**src/rtl/i2c_slave_frontend.sv**
```systemverilog
// rtl/i2c_slave_frontend.sv - I2C slave serial front end producing parallel memory strobes
`timescale 1ns/1ps
module i2c_slave_frontend #(
    parameter logic [6:0] DEV_ADDR    = 7'h50,
    parameter int         SYNC_STAGES = 2
) (
    input  logic        clk,
    input  logic        reset,
    input  logic        scl,
    input  logic        sdaIn,
    output logic        sdaOe,
    output logic [15:0] memAddr,
    output logic [7:0]  memWrData,
    output logic        memWrEn,
    output logic        memRdEn,
    input  logic [7:0]  memRdData,
    output logic        busy
);

    typedef enum logic [3:0] {
        IDLE, DEVADDR, ACK_DEV, ADDR_HI, ACK_HI, ADDR_LO, ACK_LO,
        WR_DATA, ACK_WR, RD_LOAD, RD_DATA, RD_MACK, WAIT_STOP
    } state_t;

    logic [SYNC_STAGES-1:0] scl_sync_q, scl_sync_d;
    logic [SYNC_STAGES-1:0] sda_sync_q, sda_sync_d;
    logic                   scl_prev_q, scl_prev_d;
    logic                   sda_prev_q, sda_prev_d;
    state_t                 state_q, state_d;
    logic [3:0]             bit_cnt_q, bit_cnt_d;
    logic [7:0]             shift_q, shift_d;
    logic                   sda_oe_q, sda_oe_d;
    logic [15:0]            mem_addr_q, mem_addr_d;
    logic [7:0]             mem_wr_data_q, mem_wr_data_d;
    logic                   mem_wr_en_q, mem_wr_en_d;
    logic                   mem_rd_en_q, mem_rd_en_d;
    logic                   busy_q, busy_d;

    logic       scl_s, sda_s;
    logic       scl_rise, scl_fall, start_det, stop_det;
    logic       last_bit;
    logic [7:0] rx_byte;

    assign scl_s     = scl_sync_q[SYNC_STAGES-1];
    assign sda_s     = sda_sync_q[SYNC_STAGES-1];
    assign scl_rise  = scl_s & ~scl_prev_q;
    assign scl_fall  = ~scl_s & scl_prev_q;
    assign start_det = scl_s & scl_prev_q & sda_prev_q & ~sda_s;
    assign stop_det  = scl_s & scl_prev_q & ~sda_prev_q & sda_s;
    assign last_bit  = (bit_cnt_q == 4'd7);
    assign rx_byte   = {shift_q[6:0], sda_s};

    always_comb begin
        scl_sync_d    = {scl_sync_q[SYNC_STAGES-2:0], scl};
        sda_sync_d    = {sda_sync_q[SYNC_STAGES-2:0], sdaIn};
        scl_prev_d    = scl_s;
        sda_prev_d    = sda_s;
        state_d       = state_q;
        bit_cnt_d     = bit_cnt_q;
        shift_d       = shift_q;
        sda_oe_d      = sda_oe_q;
        mem_addr_d    = mem_addr_q;
        mem_wr_data_d = mem_wr_data_q;
        mem_wr_en_d   = 1'b0;
        mem_rd_en_d   = 1'b0;
        busy_d        = busy_q;

        // Post-increment the address on the clk after a write strobe.
        if (mem_wr_en_q) begin
            mem_addr_d = mem_addr_q + 16'd1;
        end

        case (state_q)
            DEVADDR: begin
                if (scl_rise) begin
                    shift_d   = rx_byte;
                    bit_cnt_d = bit_cnt_q + 4'd1;
                    if (last_bit) begin
                        bit_cnt_d = 4'd0;
                        if (rx_byte[7:1] == DEV_ADDR) begin
                            busy_d  = 1'b1;
                            state_d = ACK_DEV;
                        end else begin
                            state_d = WAIT_STOP;
                        end
                    end
                end
            end
            ADDR_HI, ADDR_LO, WR_DATA: begin
                if (scl_rise) begin
                    shift_d   = rx_byte;
                    bit_cnt_d = bit_cnt_q + 4'd1;
                    if (last_bit) begin
                        bit_cnt_d = 4'd0;
                        if (state_q == ADDR_HI) begin
                            mem_addr_d[15:8] = rx_byte;
                            state_d          = ACK_HI;
                        end else if (state_q == ADDR_LO) begin
                            mem_addr_d[7:0] = rx_byte;
                            state_d         = ACK_LO;
                        end else begin
                            mem_wr_data_d = rx_byte;
                            mem_wr_en_d   = 1'b1;
                            state_d       = ACK_WR;
                        end
                    end
                end
            end
            ACK_DEV, ACK_HI, ACK_LO, ACK_WR: begin
                // First fall pulls SDA low, second fall ends the ACK slot.
                if (scl_fall) begin
                    if (!sda_oe_q) begin
                        sda_oe_d = 1'b1;
                    end else if (state_q == ACK_DEV && shift_q[0]) begin
                        // Keep SDA held until the first read bit replaces it.
                        state_d     = RD_LOAD;
                        mem_rd_en_d = 1'b1;
                        bit_cnt_d   = 4'd0;
                    end else begin
                        sda_oe_d = 1'b0;
                        if (state_q == ACK_DEV)     state_d = ADDR_HI;
                        else if (state_q == ACK_HI) state_d = ADDR_LO;
                        else                        state_d = WR_DATA;
                    end
                end
            end
            RD_LOAD: begin
                case (bit_cnt_q)
                    4'd0: bit_cnt_d = 4'd1;
                    4'd1: begin
                        shift_d   = memRdData;
                        bit_cnt_d = 4'd2;
                    end
                    default: begin
                        if (!scl_s) begin
                            sda_oe_d  = ~shift_q[7];
                            bit_cnt_d = 4'd0;
                            state_d   = RD_DATA;
                        end
                    end
                endcase
            end
            RD_DATA: begin
                if (scl_fall) begin
                    if (last_bit) begin
                        sda_oe_d  = 1'b0;
                        bit_cnt_d = 4'd0;
                        state_d   = RD_MACK;
                    end else begin
                        shift_d   = {shift_q[6:0], 1'b0};
                        sda_oe_d  = ~shift_q[6];
                        bit_cnt_d = bit_cnt_q + 4'd1;
                    end
                end
            end
            RD_MACK: begin
                if (scl_rise) begin
                    mem_addr_d = mem_addr_q + 16'd1;
                    if (!sda_s) begin
                        state_d     = RD_LOAD;
                        mem_rd_en_d = 1'b1;
                        bit_cnt_d   = 4'd0;
                    end else begin
                        state_d = WAIT_STOP;
                    end
                end
            end
            IDLE, WAIT_STOP: ;
            default: state_d = IDLE;
        endcase

        if (start_det) begin
            state_d     = DEVADDR;
            bit_cnt_d   = 4'd0;
            sda_oe_d    = 1'b0;
            mem_wr_en_d = 1'b0;
            mem_rd_en_d = 1'b0;
        end else if (stop_det) begin
            state_d     = IDLE;
            bit_cnt_d   = 4'd0;
            sda_oe_d    = 1'b0;
            busy_d      = 1'b0;
            mem_wr_en_d = 1'b0;
            mem_rd_en_d = 1'b0;
        end
    end

    always_ff @(posedge clk or posedge reset) begin
        if (reset) begin
            scl_sync_q    <= '1;
            sda_sync_q    <= '1;
            scl_prev_q    <= 1'b1;
            sda_prev_q    <= 1'b1;
            state_q       <= IDLE;
            bit_cnt_q     <= 4'd0;
            shift_q       <= 8'd0;
            sda_oe_q      <= 1'b0;
            mem_addr_q    <= 16'd0;
            mem_wr_data_q <= 8'd0;
            mem_wr_en_q   <= 1'b0;
            mem_rd_en_q   <= 1'b0;
            busy_q        <= 1'b0;
        end else begin
            scl_sync_q    <= scl_sync_d;
            sda_sync_q    <= sda_sync_d;
            scl_prev_q    <= scl_prev_d;
            sda_prev_q    <= sda_prev_d;
            state_q       <= state_d;
            bit_cnt_q     <= bit_cnt_d;
            shift_q       <= shift_d;
            sda_oe_q      <= sda_oe_d;
            mem_addr_q    <= mem_addr_d;
            mem_wr_data_q <= mem_wr_data_d;
            mem_wr_en_q   <= mem_wr_en_d;
            mem_rd_en_q   <= mem_rd_en_d;
            busy_q        <= busy_d;
        end
    end

    assign sdaOe     = sda_oe_q;
    assign memAddr   = mem_addr_q;
    assign memWrData = mem_wr_data_q;
    assign memWrEn   = mem_wr_en_q;
    assign memRdEn   = mem_rd_en_q;
    assign busy      = busy_q;

endmodule

```
**config.mk**
```make
export PLATFORM = sky130hd
export DESIGN_NAME = i2c_slave_frontend
export DESIGN_NICKNAME = d
export VERILOG_FILES = /design/src/rtl/i2c_slave_frontend.sv
export SDC_FILE = /design/constraint.sdc
export NUM_CORES = 1
export LEC_CHECK = 0
export ABC_AREA = 0
export BUFFER_PORTS_ARGS = -buffer_cell sky130_fd_sc_hd__buf_4
export CAP_MARGIN = 20
export CORE_MARGIN = 4
export CORE_UTILIZATION = 53
export CTS_BUF_LIST = sky130_fd_sc_hd__clkbuf_16
export DETAILED_ROUTE_END_ITERATION = 12
export GPL_TIMING_DRIVEN = 0
export HOLD_SLACK_MARGIN = 0.03
export PLACE_DENSITY = 0.82
export SYNTH_ARGS = -nofsm -noshare
export SYNTH_HDL_FRONTEND = slang
export SYNTH_SLANG_ARGS = --single-unit
```
**constraint.sdc**
```tcl
create_clock -name clk -period 2 [get_ports clk]
set_input_delay 0.3 -clock clk [delete_from_list [all_inputs] [get_ports clk]]
set_output_delay 0.3 -clock clk [all_outputs]
set_load 0.005 [all_outputs]
```
# Word level (Yosys, flattened, before mapping)
# Cells that the tools add are included.
dict set report classes {
  addsub 2
  bitwise 15
  n_mux 77
  eq_ne 35
  n_reduce_logical 16
}
# cell count
set op_table {}
lappend op_table {{2-to-1 mux 4 bit} 28}
lappend op_table {{2-to-1 mux 16 bit} 4}
lappend op_table {{2-to-1 mux 8 bit} 7}
lappend op_table {{inequality test 4 bit (second input constant)} 13}
lappend op_table {{case mux 16 bit (2 select lines)} 1}
lappend op_table {{2-to-1 mux 1 bit} 28}
lappend op_table {{case mux 4 bit (7 select lines)} 1}
lappend op_table {{case mux 8 bit (3 select lines)} 1}
lappend op_table {{== test 4 x 3 -> 1 bit (second input constant)} 5}
lappend op_table {{== test 4 bit (second input constant)} 5}
lappend op_table {{case mux 4 bit (5 select lines)} 1}
lappend op_table {{adder 16 x 1 -> 16 bit (second input constant)} 1}
lappend op_table {{AND reduction 5 bit} 3}
lappend op_table {{AND reduction 12 bit} 1}
lappend op_table {{AND reduction 9 bit} 1}
lappend op_table {{== test 4 x 1 -> 1 bit (second input constant)} 2}
lappend op_table {{== test 4 x 2 -> 1 bit (second input constant)} 2}
lappend op_table {{zero test 4 bit} 2}
lappend op_table {{inverter 1 bit} 8}
lappend op_table {{case mux 4 bit (2 select lines)} 1}
lappend op_table {{OR reduction 4 bit} 2}
lappend op_table {{AND 1 bit} 7}
lappend op_table {{== test 7 bit (second input constant)} 1}
lappend op_table {{nonzero test 7 bit} 1}
lappend op_table {{15 further kinds} 19}
dict set report totals {
  reg_bits 50
  input_bits 12
  elab_cells 158
}

# Depth between registers and ports, before layout
dict set report depth {
  depth_word 9
  mapped_depth 9
  depth_no_buf 8
}

# Worst setup path after synthesis
# No wires, ideal clock.
dict set report synth_timing {
  path_kind {reg2reg}
  from {reg bit_cnt_q[0]}
  to {reg mem_addr_q[7] (netlist: memAddr[7])}
  arrival_time_ns 1.719
  stages_incl_launch_ff 9
  path_slack_ns 0.138
  setup_ns 0.143
  synth_period_minus_slack_ns 1.862
  path_cell_list {dfrtp_1 ha_1 and3b_1 buf_2 nand2_4 or3_1 buf_2 mux2i_1 o221ai_1}
}
dict set report synth_between {
  elab_chain_len 4
}
# element line
set synth_rtl {}
lappend synth_rtl {{start, declared} 30} ;# logic [3:0] bit_cnt_q, bit_cnt_d;
lappend synth_rtl {{start signal, assigned} 209} ;# bit_cnt_q <= bit_cnt_d;
lappend synth_rtl {{== test 4 x 3 -> 1 bit} 50} ;# assign last_bit = (bit_cnt_q == 4'd7);
lappend synth_rtl {{2-to-1 mux 16 bit} 93} ;# if (last_bit) begin
lappend synth_rtl {{2-to-1 mux 16 bit} 90} ;# if (scl_rise) begin
lappend synth_rtl {{case mux 16 bit (2 select lines)} 73} ;# case (state_q)
lappend synth_rtl {{named net mem_addr_d[7]} 33} ;# logic [15:0] mem_addr_q, mem_addr_d;
lappend synth_rtl {{end signal, assigned} 212} ;# mem_addr_q <= mem_addr_d;
lappend synth_rtl {{end, declared} 33}
# The timed path passes the listed nets, and every way through them passes these cells.
# A chain may end at the register's enable or synchronous reset.

# Worst setup path after layout
dict set report layout_timing {
  from {reg scl_sync_q[1]}
  to {reg mem_addr_q[7] (netlist: memAddr[7])}
}
dict set report layout_between {
  elab_chain_len 3
  word_cells_on_any_way 4
  classes_between {3 x mux; 1 x bitwise}
}
# element line
set layout_rtl {}
lappend layout_rtl {{start, declared} 25} ;# logic [SYNC_STAGES-1:0] scl_sync_q, scl_sync_d;
lappend layout_rtl {{start signal, assigned} 204} ;# scl_sync_q <= scl_sync_d;
lappend layout_rtl {{AND 1 bit *} 46} ;# assign scl_rise = scl_s & ~scl_prev_q;
lappend layout_rtl {{2-to-1 mux 16 bit, on equally long branches} {157, 90}}
lappend layout_rtl {{case mux 16 bit (2 select lines) *} 73}
lappend layout_rtl {{named net mem_addr_d[7]} 33}
# The timed path passes the listed nets; every way through them passes the cells marked *.

==> impl_results.md <==
* I/O Pins at 40
* Highest clock rate at 504.2 MHz
* WP data required at 2.16 ns
* Via count of the first global-routing pass at 3173
* CP max FO at 6
* DRC viols at 0
* # diodes at 0
* CTS Buf Count at 5
* Crit Path Category: flop to flop
* Dpl hpwl at 6651 microns
* Syn Std Cell Area at 0.003473 sq mm
* Arr. time, crit path at 2.15 ns
* Initial cell density of the core at 0.5470
* First-pass GRT wire length at 15840 microns
* CP Launch Type: flop
* Max Cap Viol at 0
* Post-Route Setup TNS at 0 ns
* GRT Overall Usage at 0.2562
* Synth Warn # at 0
* # fillers at 468
* Post-Synthesis Cells at 402
* Clk buf depth at 2
* Total grt overflow at 0
* Part of the cycle the worst path needs at 0.9917
* Hold crit path type: primary input to flop
* Syn-to-layout area delta at 24.46%
* Largest net degree at the start of global routing at 42
* Die Span X at 88.96 microns
* Worst slew pin tran at 0.5716 ns
* WL/cell at 18.63 microns
* Final setup fails at 0
* Slew Viols, Final at 0
* Crit. Startpoint: scl_sync_q[1]
* Largest area contributor in the netlist: dfrtp_1
* Worst reg2reg startpoint: scl_sync_q[1]
* Final nets at 477
* FF+latch area at 0.001260 sq mm
* CTS tree: yes
* Final period demand of the worst path at 1.983 ns
* RSZ-0062 raised after global routing: true
* Skew-Pair Late Insertion Delay at 0.29 ns
* Crit. End Element: flop
* Pwr per Cell Area at 828.4 mW/mm^2
* Clock-pin slew on the worst setup and hold paths at 0.08 ns
* Most frequent cells in the layout: buf_4 (58), dfrtp_1 (43), nor2_1 (33), nand2_1 (33), a21oi_1 (29)
* Net Sw Frac at 0.3822
* Commonest non-fill, non-tap cell in the layout: buf_4
* Fraction of layout cells with a size suffix above 1 at 0.3225
* Detail Route Antenna Nets at 0
* VDD IR max at 725.9 uV
* Router iterations before antenna repair at 6
* Gate power share at 0.386
* Die footprint at 0.007913 sq mm
* Post-synth EDFFs at 0
* Status: completed
* DR vias/cell at 6.508
* Rows at 29
* Clock power frac at 0.246
* Total Wirelength at 10040 microns
* Core area at 0.006350 sq mm
* Leak at 0.001828 uW
* Max Clock Skew at 0.01074 ns
* Die H at 88.96 microns
* Syn_area_per_cell at 8.640 sq um
* R2R Setup Slk at 0.02 ns
* Multi-input gate area at 0.002166 sq mm
* Hold Crit Start: sdaIn
* Yosys top cell area share at 0.3170
* Syn nets at 418
* TritonCTS Sinks at 50
* Main flop type after synthesis: dfrtp_1
* DR vias at 3508
* Distinct cells, synth at 72
* Max H-tree Level at 2
* Sw power at 1369 uW
* Ranking of synthesized cells by area: dfrtp_1 (32%), dfstp_2 (4.5%), a21oi_1 (4.5%)
* Normalized max-slew margin at 0.6189
* Final Util at 0.6808
* Placer congestion estimate at 0.9530
* Initial antenna violation count at 0
* Initial DRC count at 425
* Int Power at 2212 uW
* Fraction of registers with async set/reset at 1.000
* Sequential fraction of the synthesis area at 0.3624
* Port bufs at 39
* Final Hold Fails at 0
* Seq pwr share at 0.368
* Clk root buf: clkbuf_16
* Seq cells post-synth at 50
synthesized netlist by cell type (4+ instances only):
cell type   n
ha_1        4
a21oi_1    31
xor2_1      7
nand3_1    17
o211ai_1    6
dfrtp_1    44
inv_1       9
nor2_1     34
nand4_1    11
o221ai_1    5
o22ai_1     7
mux2_2      8
o21ai_0    20
nor2b_1     8
o21ai_1    16
nand2b_1    6
nand2_1    33
clkbuf_1    8
mux2i_1    12
xnor2_1     7
dfstp_2     6
nor3_1      6
buf_2      21
a31oi_1     6
repair_timing:
item / in CTS / in global routing
buffers inserted: 4 / 10
gates resized for setup: 7 / 46
gates cloned: 0 / 1
endpoints found under the setup margin: 32 / 38
endpoints found under the hold margin: 9 / 0
hold buffers: 1 / 0
pin swaps: 2 / 9
sequential cells by signal (all words and copies together), names as in the netlist, 2 cells and up:
register / count
memWrData: 8
scl_sync_q: 2
bit_cnt_q: 4
shift_q: 8
state_q: 4
sda_sync_q: 2
memAddr: 16
worst max-delay path, stage by stage (launching register included):
cell      delay (ns)
dfstp_2         0.56
buf_6           0.13
or3b_4          0.39
a21oi_4         0.19
buf_4           0.13
buf_4           0.11
nor2_1          0.04
o21ai_0         0.17
o221ai_1        0.14
metal layers:
layer  GRT usage  up-vias  wire [microns]
li1            -     1592               -
met3     0.04240       34             904
met1      0.3619     1673            4218
met4     0.09878        0             297
met5           0        -               0
met2      0.3947      209            4620
worst paths after layout:
kind	to	depth (start not counted)
max in group asynchronous	scl_prev_q	4
setup reg to reg	memAddr[7]	8
setup / recovery	memAddr[7]	8
min in group asynchronous	sdaOe	3
hold / removal	sda_sync_q[0]	1
hold reg to reg	scl_sync_q[1]	0
final cells by class:
type,count,area share
buffer,30,0.04226
clock buffer,5,0.02894
clock inverter,3,0.006078
inverter,9,0.007815
multi-input combinational,309,0.5010
sequential,50,0.2915
tap,77,0.02229
timing repair buffer,56,0.1001
cells by family after synthesis:
family	synth area share
AO/OA/AOI/OAI	0.2313
XOR/XNOR	0.03530
adder cells (fa/ha/maj)	0.01441
buffers and inverters	0.05836
flip-flops	0.3624
multiplexers	0.06052
AND/OR/NAND/NOR	0.2378
through the flow:
step	hold slack (ns)	instance area, sq um	cells	total power (uW)	setup slack, ns
after floorplan	0.3045	3473	402	2148	0.1380
after CTS	0.1152	4096	532	3410	-0.001063
after global routing	0.1145	4323	539	3786	-0.04988
final	0.1196	4323	539	3581	0.01654
after detailed placement	0.2432	3882	519	2467	-0.1039
after global placement	0.3473	3862	518	2423	-0.1330
power by group through the flow:
stage / sequential, uW / combinational (uW) / clock [uW]
finish: 1320 / 1380 / 882
detailed placement: 1280 / 1180 / 0
global placement: 1270 / 1150 / 0
CTS: 1260 / 1260 / 890
floorplan: 1250 / 902 / 0
global route: 1330 / 1520 / 940
(Power assumes the default switching activity.)
